==> src/rtl/sar_channel_sequencer.sv <==
// ============================================================================
// sar_channel_sequencer
// ----------------------------------------------------------------------------
// Multi-channel scan controller for the sar_adc_digital core. Walks the
// enabled-channel mask round-robin. For each channel it drives the analog mux
// select and closes the sample/hold switch. It then starts a conversion by
// pulsing the SAR core's reset input, waits for the core's done, and presents
// the channel-tagged result on a valid/ready output register.
//
// Scan sequence per channel:
//   SETTLE (1) -> SAMPLE (SAMPLE_CYCLES) -> START (1) -> CONVERT -> STORE
//
// Ports:
//   clk           in   system clock, all state on the rising edge
//   reset         in   asynchronous active-high reset
//   enable        in   scan enable (level)
//   ch_mask       in   [NUM_CH]  channel enable mask, bit i = scan channel i
//   mux_sel       out  [CHW]     analog mux channel select
//   sample_en     out  sample/hold switch closed while high
//   sar_restart   out  1-cycle pulse into the SAR core reset starts a conversion
//   sar_done      in   SAR core done
//   sar_data      in   [SIZE]    SAR core digital_out
//   result_valid  out  result register holds an unread result
//   result_ready  in   consumer accepts the result when high with result_valid
//   result_ch     out  [CHW]     channel index of the held result
//   result_data   out  [SIZE]    held conversion code
//   busy          out  high whenever the sequencer is not idle
//   timeout_err   out  sticky conversion-timeout flag
//
// Build option:
//   SAR_TIMEOUT_EN - when defined, a CONVERT that sees no sar_done within
//   TIMEOUT_CYCLES cycles is abandoned. The conversion is discarded,
//   timeout_err is set until reset, and the scan moves on. When undefined,
//   CONVERT waits for sar_done indefinitely and timeout_err is tied low.
// ============================================================================
module sar_channel_sequencer #(
    parameter  int NUM_CH         = 4,
    parameter  int SIZE           = 4,
    parameter  int SAMPLE_CYCLES  = 2,
    parameter  int TIMEOUT_CYCLES = 16,
    localparam int CHW            = $clog2(NUM_CH)
) (
    input  logic              clk,
    input  logic              reset,
    input  logic              enable,
    input  logic [NUM_CH-1:0] ch_mask,
    output logic [CHW-1:0]    mux_sel,
    output logic              sample_en,
    output logic              sar_restart,
    input  logic              sar_done,
    input  logic [SIZE-1:0]   sar_data,
    output logic              result_valid,
    input  logic              result_ready,
    output logic [CHW-1:0]    result_ch,
    output logic [SIZE-1:0]   result_data,
    output logic              busy,
    output logic              timeout_err
);

    // ------------------------------------------------------------------------
    // Elaboration-time parameter legality
    // ------------------------------------------------------------------------
    if (NUM_CH < 2 || NUM_CH > 16 || SIZE < 1 || SAMPLE_CYCLES < 1 ||
        TIMEOUT_CYCLES < 1) begin : g_bad_param
        $error("sar_channel_sequencer: illegal parameter value");
    end

    localparam int SCW = (SAMPLE_CYCLES > 1) ? $clog2(SAMPLE_CYCLES) : 1;

    typedef enum logic [2:0] {
        S_IDLE,
        S_SETTLE,
        S_SAMPLE,
        S_START,
        S_CONVERT,
        S_STORE
    } state_t;

    // ------------------------------------------------------------------------
    // Registers
    // ------------------------------------------------------------------------
    state_t            r_state;
    logic [CHW-1:0]    r_ptr;          // last channel selected
    logic [CHW-1:0]    r_mux_sel;
    logic [SCW-1:0]    r_sample_cnt;   // remaining SAMPLE cycles minus one
    logic              r_conv_first;   // high during the first CONVERT cycle
    logic              r_result_valid;
    logic [CHW-1:0]    r_result_ch;
    logic [SIZE-1:0]   r_result_data;
`ifdef SAR_TIMEOUT_EN
    localparam int TCW = (TIMEOUT_CYCLES > 1) ? $clog2(TIMEOUT_CYCLES) : 1;
    logic [TCW-1:0]    r_timeout_cnt;  // CONVERT cycles already elapsed
    logic              r_timeout_err;
    logic              w_timeout;
`endif

    // ------------------------------------------------------------------------
    // Combinational signals
    // ------------------------------------------------------------------------
    state_t            w_state_next;
    logic [CHW-1:0]    w_next_ch;
    logic              w_found;
    logic              w_go;
    logic              w_advance;
    logic              w_select;
    logic              w_capture;
    logic              w_can_store;

    // ------------------------------------------------------------------------
    // Next-channel search: first set mask bit strictly after the pointer,
    // wrapping modulo NUM_CH. The last candidate is the pointer itself, so a
    // single set bit re-selects the same channel.
    // ------------------------------------------------------------------------
    always_comb begin
        logic [CHW:0]   v_sum;
        logic [CHW-1:0] v_idx;
        // NOTE: every variable gets a default before any conditional
        // assignment, so no path through the block can infer a latch.
        w_next_ch = r_ptr;
        w_found   = 1'b0;
        v_sum     = '0;
        v_idx     = '0;
        for (int k = 1; k <= NUM_CH; k++) begin
            v_sum = {1'b0, r_ptr} + (CHW+1)'(k);
            if (v_sum >= (CHW+1)'(NUM_CH)) begin
                v_sum = v_sum - (CHW+1)'(NUM_CH);
            end
            v_idx = v_sum[CHW-1:0];
            if (!w_found && ch_mask[v_idx]) begin
                w_found   = 1'b1;
                w_next_ch = v_idx;
            end
        end
    end

    assign w_go        = enable && w_found;
    assign w_can_store = !r_result_valid || result_ready;

    // ------------------------------------------------------------------------
    // FSM state register
    // ------------------------------------------------------------------------
    always_ff @(posedge clk or posedge reset) begin
        if (reset) begin
            r_state <= S_IDLE;
        end else begin
            // NOTE: sequential state uses non-blocking assignments so every
            // register samples pre-edge values regardless of block order.
            r_state <= w_state_next;
        end
    end

    // ------------------------------------------------------------------------
    // FSM next-state logic
    // ------------------------------------------------------------------------
    always_comb begin
        w_state_next = r_state;
        w_advance    = 1'b0;
        w_select     = 1'b0;
        w_capture    = 1'b0;
`ifdef SAR_TIMEOUT_EN
        w_timeout    = 1'b0;
`endif
        case (r_state)
            // Leaving IDLE follows the same rule as advancing after a
            // conversion: go on if there is something to scan, else idle.
            S_IDLE:   w_advance = 1'b1;
            S_SETTLE: w_state_next = S_SAMPLE;
            S_SAMPLE: begin
                if (r_sample_cnt == '0) begin
                    w_state_next = S_START;
                end
            end
            S_START:  w_state_next = S_CONVERT;
            S_CONVERT: begin
                // The core's done may still be high from the previous
                // conversion during the first cycle after the restart pulse.
                if (!r_conv_first && sar_done) begin
                    w_state_next = S_STORE;
                end
`ifdef SAR_TIMEOUT_EN
                else if (r_timeout_cnt == TCW'(TIMEOUT_CYCLES - 1)) begin
                    w_timeout = 1'b1;
                    w_advance = 1'b1;
                end
`endif
            end
            S_STORE: begin
                // Stall until the output register is free; nothing is dropped.
                if (w_can_store) begin
                    w_capture = 1'b1;
                    w_advance = 1'b1;
                end
            end
            default:  w_state_next = S_IDLE;
        endcase

        if (w_advance) begin
            w_select     = w_go;
            w_state_next = w_go ? S_SETTLE : S_IDLE;
        end
    end

    // ------------------------------------------------------------------------
    // Datapath registers
    // ------------------------------------------------------------------------
    always_ff @(posedge clk or posedge reset) begin
        if (reset) begin
            // The pointer starts at the top channel so the first search
            // wraps around and picks the lowest set bit.
            r_ptr          <= CHW'(NUM_CH - 1);
            r_mux_sel      <= '0;
            r_sample_cnt   <= '0;
            r_conv_first   <= 1'b0;
            r_result_valid <= 1'b0;
            r_result_ch    <= '0;
            r_result_data  <= '0;
        end else begin
            // mux_sel changes only on a channel decision, so it holds in IDLE.
            if (w_select) begin
                r_ptr     <= w_next_ch;
                r_mux_sel <= w_next_ch;
            end

            if (r_state == S_SETTLE) begin
                r_sample_cnt <= SCW'(SAMPLE_CYCLES - 1);
            end else if (r_state == S_SAMPLE && r_sample_cnt != '0) begin
                r_sample_cnt <= r_sample_cnt - 1'b1;
            end

            r_conv_first <= (r_state == S_START);

            // A capture in the same cycle as a handshake keeps valid high
            // with the new data.
            if (w_capture) begin
                r_result_valid <= 1'b1;
                r_result_ch    <= r_mux_sel;
                r_result_data  <= sar_data;
            end else if (r_result_valid && result_ready) begin
                r_result_valid <= 1'b0;
            end
        end
    end

`ifdef SAR_TIMEOUT_EN
    always_ff @(posedge clk or posedge reset) begin
        if (reset) begin
            r_timeout_cnt <= '0;
            r_timeout_err <= 1'b0;
        end else begin
            if (r_state == S_START) begin
                r_timeout_cnt <= '0;
            end else if (r_state == S_CONVERT) begin
                r_timeout_cnt <= r_timeout_cnt + 1'b1;
            end
            if (w_timeout) begin
                r_timeout_err <= 1'b1;
            end
        end
    end

    assign timeout_err = r_timeout_err;
`else
    assign timeout_err = 1'b0;
`endif

    // ------------------------------------------------------------------------
    // Outputs
    // ------------------------------------------------------------------------
    assign mux_sel      = r_mux_sel;
    assign sample_en    = (r_state == S_SAMPLE);
    assign sar_restart  = (r_state == S_START);
    assign busy         = (r_state != S_IDLE);
    assign result_valid = r_result_valid;
    assign result_ch    = r_result_ch;
    assign result_data  = r_result_data;

endmodule

==> config.mk <==
export PLATFORM = sky130hd
export DESIGN_NAME = sar_channel_sequencer
export DESIGN_NICKNAME = d
export VERILOG_FILES = /design/src/rtl/sar_channel_sequencer.sv
export SDC_FILE = /design/constraint.sdc
export NUM_CORES = 1
export LEC_CHECK = 0
export ABC_CLOCK_PERIOD_IN_PS = 3100
export CAP_MARGIN = 15
export CORE_MARGIN = 5
export CORE_UTILIZATION = 47
export CTS_BUF_LIST = sky130_fd_sc_hd__clkbuf_4 sky130_fd_sc_hd__clkbuf_8 sky130_fd_sc_hd__clkbuf_16
export DETAILED_ROUTE_END_ITERATION = 10
export PLACE_DENSITY_LB_ADDON = 0.12
export SLEW_MARGIN = 0
export SYNTH_ARGS = -nofsm -noshare
export SYNTH_HDL_FRONTEND = slang
export SYNTH_SLANG_ARGS = --single-unit
==> constraint.sdc <==
create_clock -name clk -period 3.1 [get_ports clk]
set_input_delay 0.31 -clock clk [delete_from_list [all_inputs] [get_ports clk]]
set_output_delay 0.31 -clock clk [all_outputs]
set_load 0.1 [all_outputs]
# Word level (Yosys, flattened, before mapping)
# Cells that the tools add are included.
# op_classes
addsub	9
order_cmp	8
eq_ne	8
mux	33
n_reduce_logical	19
# op_table
operator	count
$mux 1	16
$mux 2	8
$pmux 3 s5	1
$ge 3x3->1 const B	4
$lt 2x3->1 const B	4
$mux 3	3
$bmux 1 s2	4
$sub 2x1->2 const B	4
$logic_and 1x1->1	7
$add 2x2->3 const B	2
$eq 3x2->1 const B	2
$eq 3x3->1 const B	2
$logic_not 1->1	5
$reduce_bool 2->1	2
$add 2x1->3 const B	1
$add 2x3->3 const B	1
$eq 3x1->1 const B	1
$logic_not 3->1	1
$ne 3x2->1 const B	1
$ne 3x3->1 const B	1
$reduce_and 3->1	1
$reduce_bool 3->1	1
$ne 2x1->1 const B	1
$pmux 1 s2	1
other kinds (3)	3
# word_totals
register_bits	16
elab_cells	85

# Longest topological paths before layout
# depth
ltp_word	18
mapped_depth	6
ltp_nobuf	4

# Worst setup path after synthesis
# Ideal clock, no wire load.
# synth_path
kind	register to output
startpoint	register r_state[2]
endpoint	output port sample_en
arrival_time_ps	2019
required_time_ps	2790
path_slack_ps	771
path_stages_with_launch	4
n_path_buf	1
cell_sequence	dfrtp_1 -> buf_2 -> or2_1 -> nor2_1
# synth_between
elab_chain_len	1
# synth_rtl
item	line_no	source
start: declaration	82	state_t r_state;
start signal: assignment	148	r_state <= w_state_next;
$eq 3x2->1	270	assign sample_en = (r_state == S_SAMPLE);
end: declaration	48	output logic sample_en,
# No other way between the ends.

# Worst setup path in the final report
# layout_path
startpoint	register r_state[0]
endpoint	output port busy
# layout_between
elab_chain_len	1
# layout_rtl
item	line_no	source
$reduce_bool 3->1	272	assign busy = (r_state != S_IDLE);
end: declaration	56	output logic busy,
# No other way between the ends.

==> flow_metrics.py <==
metrics = {
    "status": {
        "status": "complete, no violations",
    },
    "yosys": {
        "syn_inst": 79,
        "netlist_area_sq_um": 805,
        "yosys_warnings": 0,
        "async_reset_ff_share_pct": 100,
        "synth.avg_cell_area_sq_um": 10.2,
        "ys.flop_type": "dfrtp_1",
        "synth_top_area_share_pct": 43.5,
        "synth_edf_count": 0,
        "synth_area_leaders": "dfrtp_1 (44%), mux2_2 (7.0%), dfstp_2 (6.5%)",
        "synth_top_area_cell": "dfrtp_1",
        "ys_ff_latch": 16,
        "yosysSeqAreaShare_pct": 50.1,
        "ys_types": 30,
        "synth_fp_nets": 92,
    },
    "worst_setup_path": {
        "cp.required_ns": 2.79,
        "critical-path-max-stage-delay_ns": 0.97,
        "critPathTopFamily": "buffers and inverters",
        "critPathCaptureType": "primary output",
        "path_cells": "or3_1, clkdlybuf4s50_1",
        "cp-start-kind": "flip-flop",
        "crit_fanout": 12,
        "path_buf_inv": 1,
        "critical-path-slowest-cell": "clkdlybuf4s50_1",
        "crit_type": "flip-flop to primary output",
        "crit_arrival_ns": 2.12,
    },
    "routing": {
        "drc": 0,
        "drtIter0Drc": 4,
        "detail_route.wl_per_cell_um": 12.5,
        "viasPerCell": 5.15,
        "vias": 613,
        "drt-pass1-iter-count": 4,
        "drt-total-wl_mm": 1.49,
        "ant_nets": 0,
    },
    "sta": {
        "slew_violations": 0,
        "fmax_mhz": 411,
        "finalCriticalPeriod_ns": 2.43,
        "finalHoldViolations": 0,
        "finalSetupViolCount": 0,
        "fin_crit_sh_pct": 78.5,
        "setup-tns-final_ns": 0,
        "tightest_slew_ns": 0.983,
        "rsz0062_at_grt": "false",
        "setup_slack_ns": 0.668,
        "fin_skew_ns": 0.00549,
        "max_slew_margin_pct": 34.3,
        "whs_ns": 0.382,
    },
    "die": {
        "start_util_pct": 48.2,
        "die_x_um": 51.4,
        "core-area_sq_um": 1670,
        "dieArea_sq_um": 2640,
        "rows": 15,
        "die_y_um": 51.4,
        "ioPinCount": 26,
    },
    "clock_tree": {
        "htree_levels": 1,
        "cts_tree": "done",
        "ctsResizeCount": 0,
        "clkTransAtPathRegs_ns": 0.09,
        "hold_buffers": 0,
        "cts_buffers": 3,
        "cts.sinks": 16,
        "clk_path_buf_depth": 2,
        "cts_setup_buffers": 0,
        "clock_latency_ns": 0.27,
        "cts_root_buffer": "clkbuf_4",
    },
    "global_routing": {
        "grt_pass1_wl_mm": 2.50,
        "grt_pass1_vias": 577,
        "grt_max_degree": 17,
        "overflow": 0,
        "track_usage_pct": 12.5,
        "antenna_found_initial": 0,
    },
    "layout": {
        "fill_cells": 146,
        "n_antenna_cell": 0,
        "areaGrowthSynthToFinish_pct": 31.6,
        "nets": 116,
        "drive_gt1_share_pct": 16.7,
    },
    "placed_design": {
        "pre_cts_slack_ns": 0.973,
        "hpwl_mm": 1.19,
        "gp_congestion": 0.694,
        "portBuffers": 24,
    },
    "run": {
        "cap_violations": 0,
    },
    "worst_hold_path": {
        "hp-class": "primary input to asynchronous set/reset pin",
    },
}
## cell families (layout without fill, tap and decap cells)
group                  count (synthesis)  after routing  synth area share (%)
AND/OR/NAND/NOR                       22             22                  14.6
AO/OA/AOI/OAI                         16             16                  12.6
flip-flops                            16             16                  50.1
buffers and inverters                 13             36                  7.78
multiplexers                          10             10                  13.4
other                                  1              1                 0.466
XOR/XNOR                               1              1                  1.09
## state kept, by name (all words and copies together), names as in the netlist
name          count
r_ptr             2
r_sample_cnt      1
result_data       4
r_conv_first      1
mux_sel           2
result_valid      1
r_state           3
result_ch         2
## cell usage in the layout, fill, tap and decap left out
cell,synthesis,layout
nor2_1,6,6
inv_1,7,7
nand3_2,1,1
or4_4,1,1
mux2_1,1,1
mux2_2,5,5
o21a_1,1,1
nor2b_1,1,1
or2_1,1,1
a21o_1,1,1
or3_1,1,1
o21ai_0,5,5
nand2_1,5,5
nand3_1,2,2
clkdlybuf4s50_1,0,22
conb_1,1,1
inv_2,1,1
dfstp_2,2,2
buf_4,3,2
a221oi_1,1,1
a31oi_1,1,1
mux2i_1,4,4
o211ai_1,1,1
or2b_1,1,1
o211a_1,1,1
xnor2_1,1,1
dfrtp_1,14,14
nand2b_1,3,3
a21oi_2,1,1
clkbuf_4,0,4
a21oi_1,4,4
## synth_stat cells, types with 2 or more instances
cell	count
nor2_1	6
dfrtp_1	14
a21oi_1	4
nand2b_1	3
inv_1	7
o21ai_0	5
nand3_1	2
dfstp_2	2
buf_2	2
nand2_1	5
mux2i_1	4
buf_4	3
mux2_2	5
## per-layer routing
| metal | track usage (%) | vias up | routed length [um] |
|---|---|---|---|
| li1 | - | 309 | - |
| met1 | 15.6 | 289 | 679 |
| met2 | 20.1 | 13 | 713 |
| met3 | 4.37 | 2 | 84 |
| met4 | 3.93 | 0 | 8 |
| met5 | 0 | - | 0 |
## worst register-to-register path: cells and delay by family, from the launching register on
family                 cells  cell delay (ns)
and+or+nand+nor            2             0.57
muxes                      1             0.39
buffers and inverters      1             0.13
DFF                        1             0.48
## stage by stage
step / cell area, sq um / instances / util (%)
after floorplan: 805 / 79 / -
after global placement: 1030 / 115 / 61.6
after CTS: 1060 / 119 / 63.4
after detailed placement: 1030 / 115 / 61.6
final: 1060 / 119 / 63.4
after global routing: 1060 / 119 / 63.4
## cell type report
class | count | area (sq um) | area share [%]
sequential | 16 | 403 | 38.1
tap | 17 | 21.3 | 2.01
inverter | 8 | 30.0 | 2.84
multi-input combinational | 50 | 339 | 32.0
timing repair buffer | 24 | 235 | 22.2
clock buffer | 4 | 30.0 | 2.84
## final timing paths
check,cells past startpoint,endpoint,slack (ns),from
worst min register to register,2,r_ptr[0]$_DFFE_PP1P_,0.49,r_ptr[0]$_DFFE_PP1P_
worst max register to register,4,result_ch[0]$_DFFE_PP0P_,1.42,r_state[1]$_DFFE_PP0P_
worst max-delay path,2,busy,0.67,r_state[0]$_DFFE_PP0P_
min in group clk,2,r_ptr[0]$_DFFE_PP1P_,0.49,r_ptr[0]$_DFFE_PP1P_
max in group asynchronous,2,r_ptr[1]$_DFFE_PP1P_,2.33,reset
worst min-delay path,2,r_conv_first$_DFF_PP0_,0.38,reset
Power is left out: the tool's default activity adds up to more than one toggle a clock period on the data nets, which glitch-free logic cannot reach.
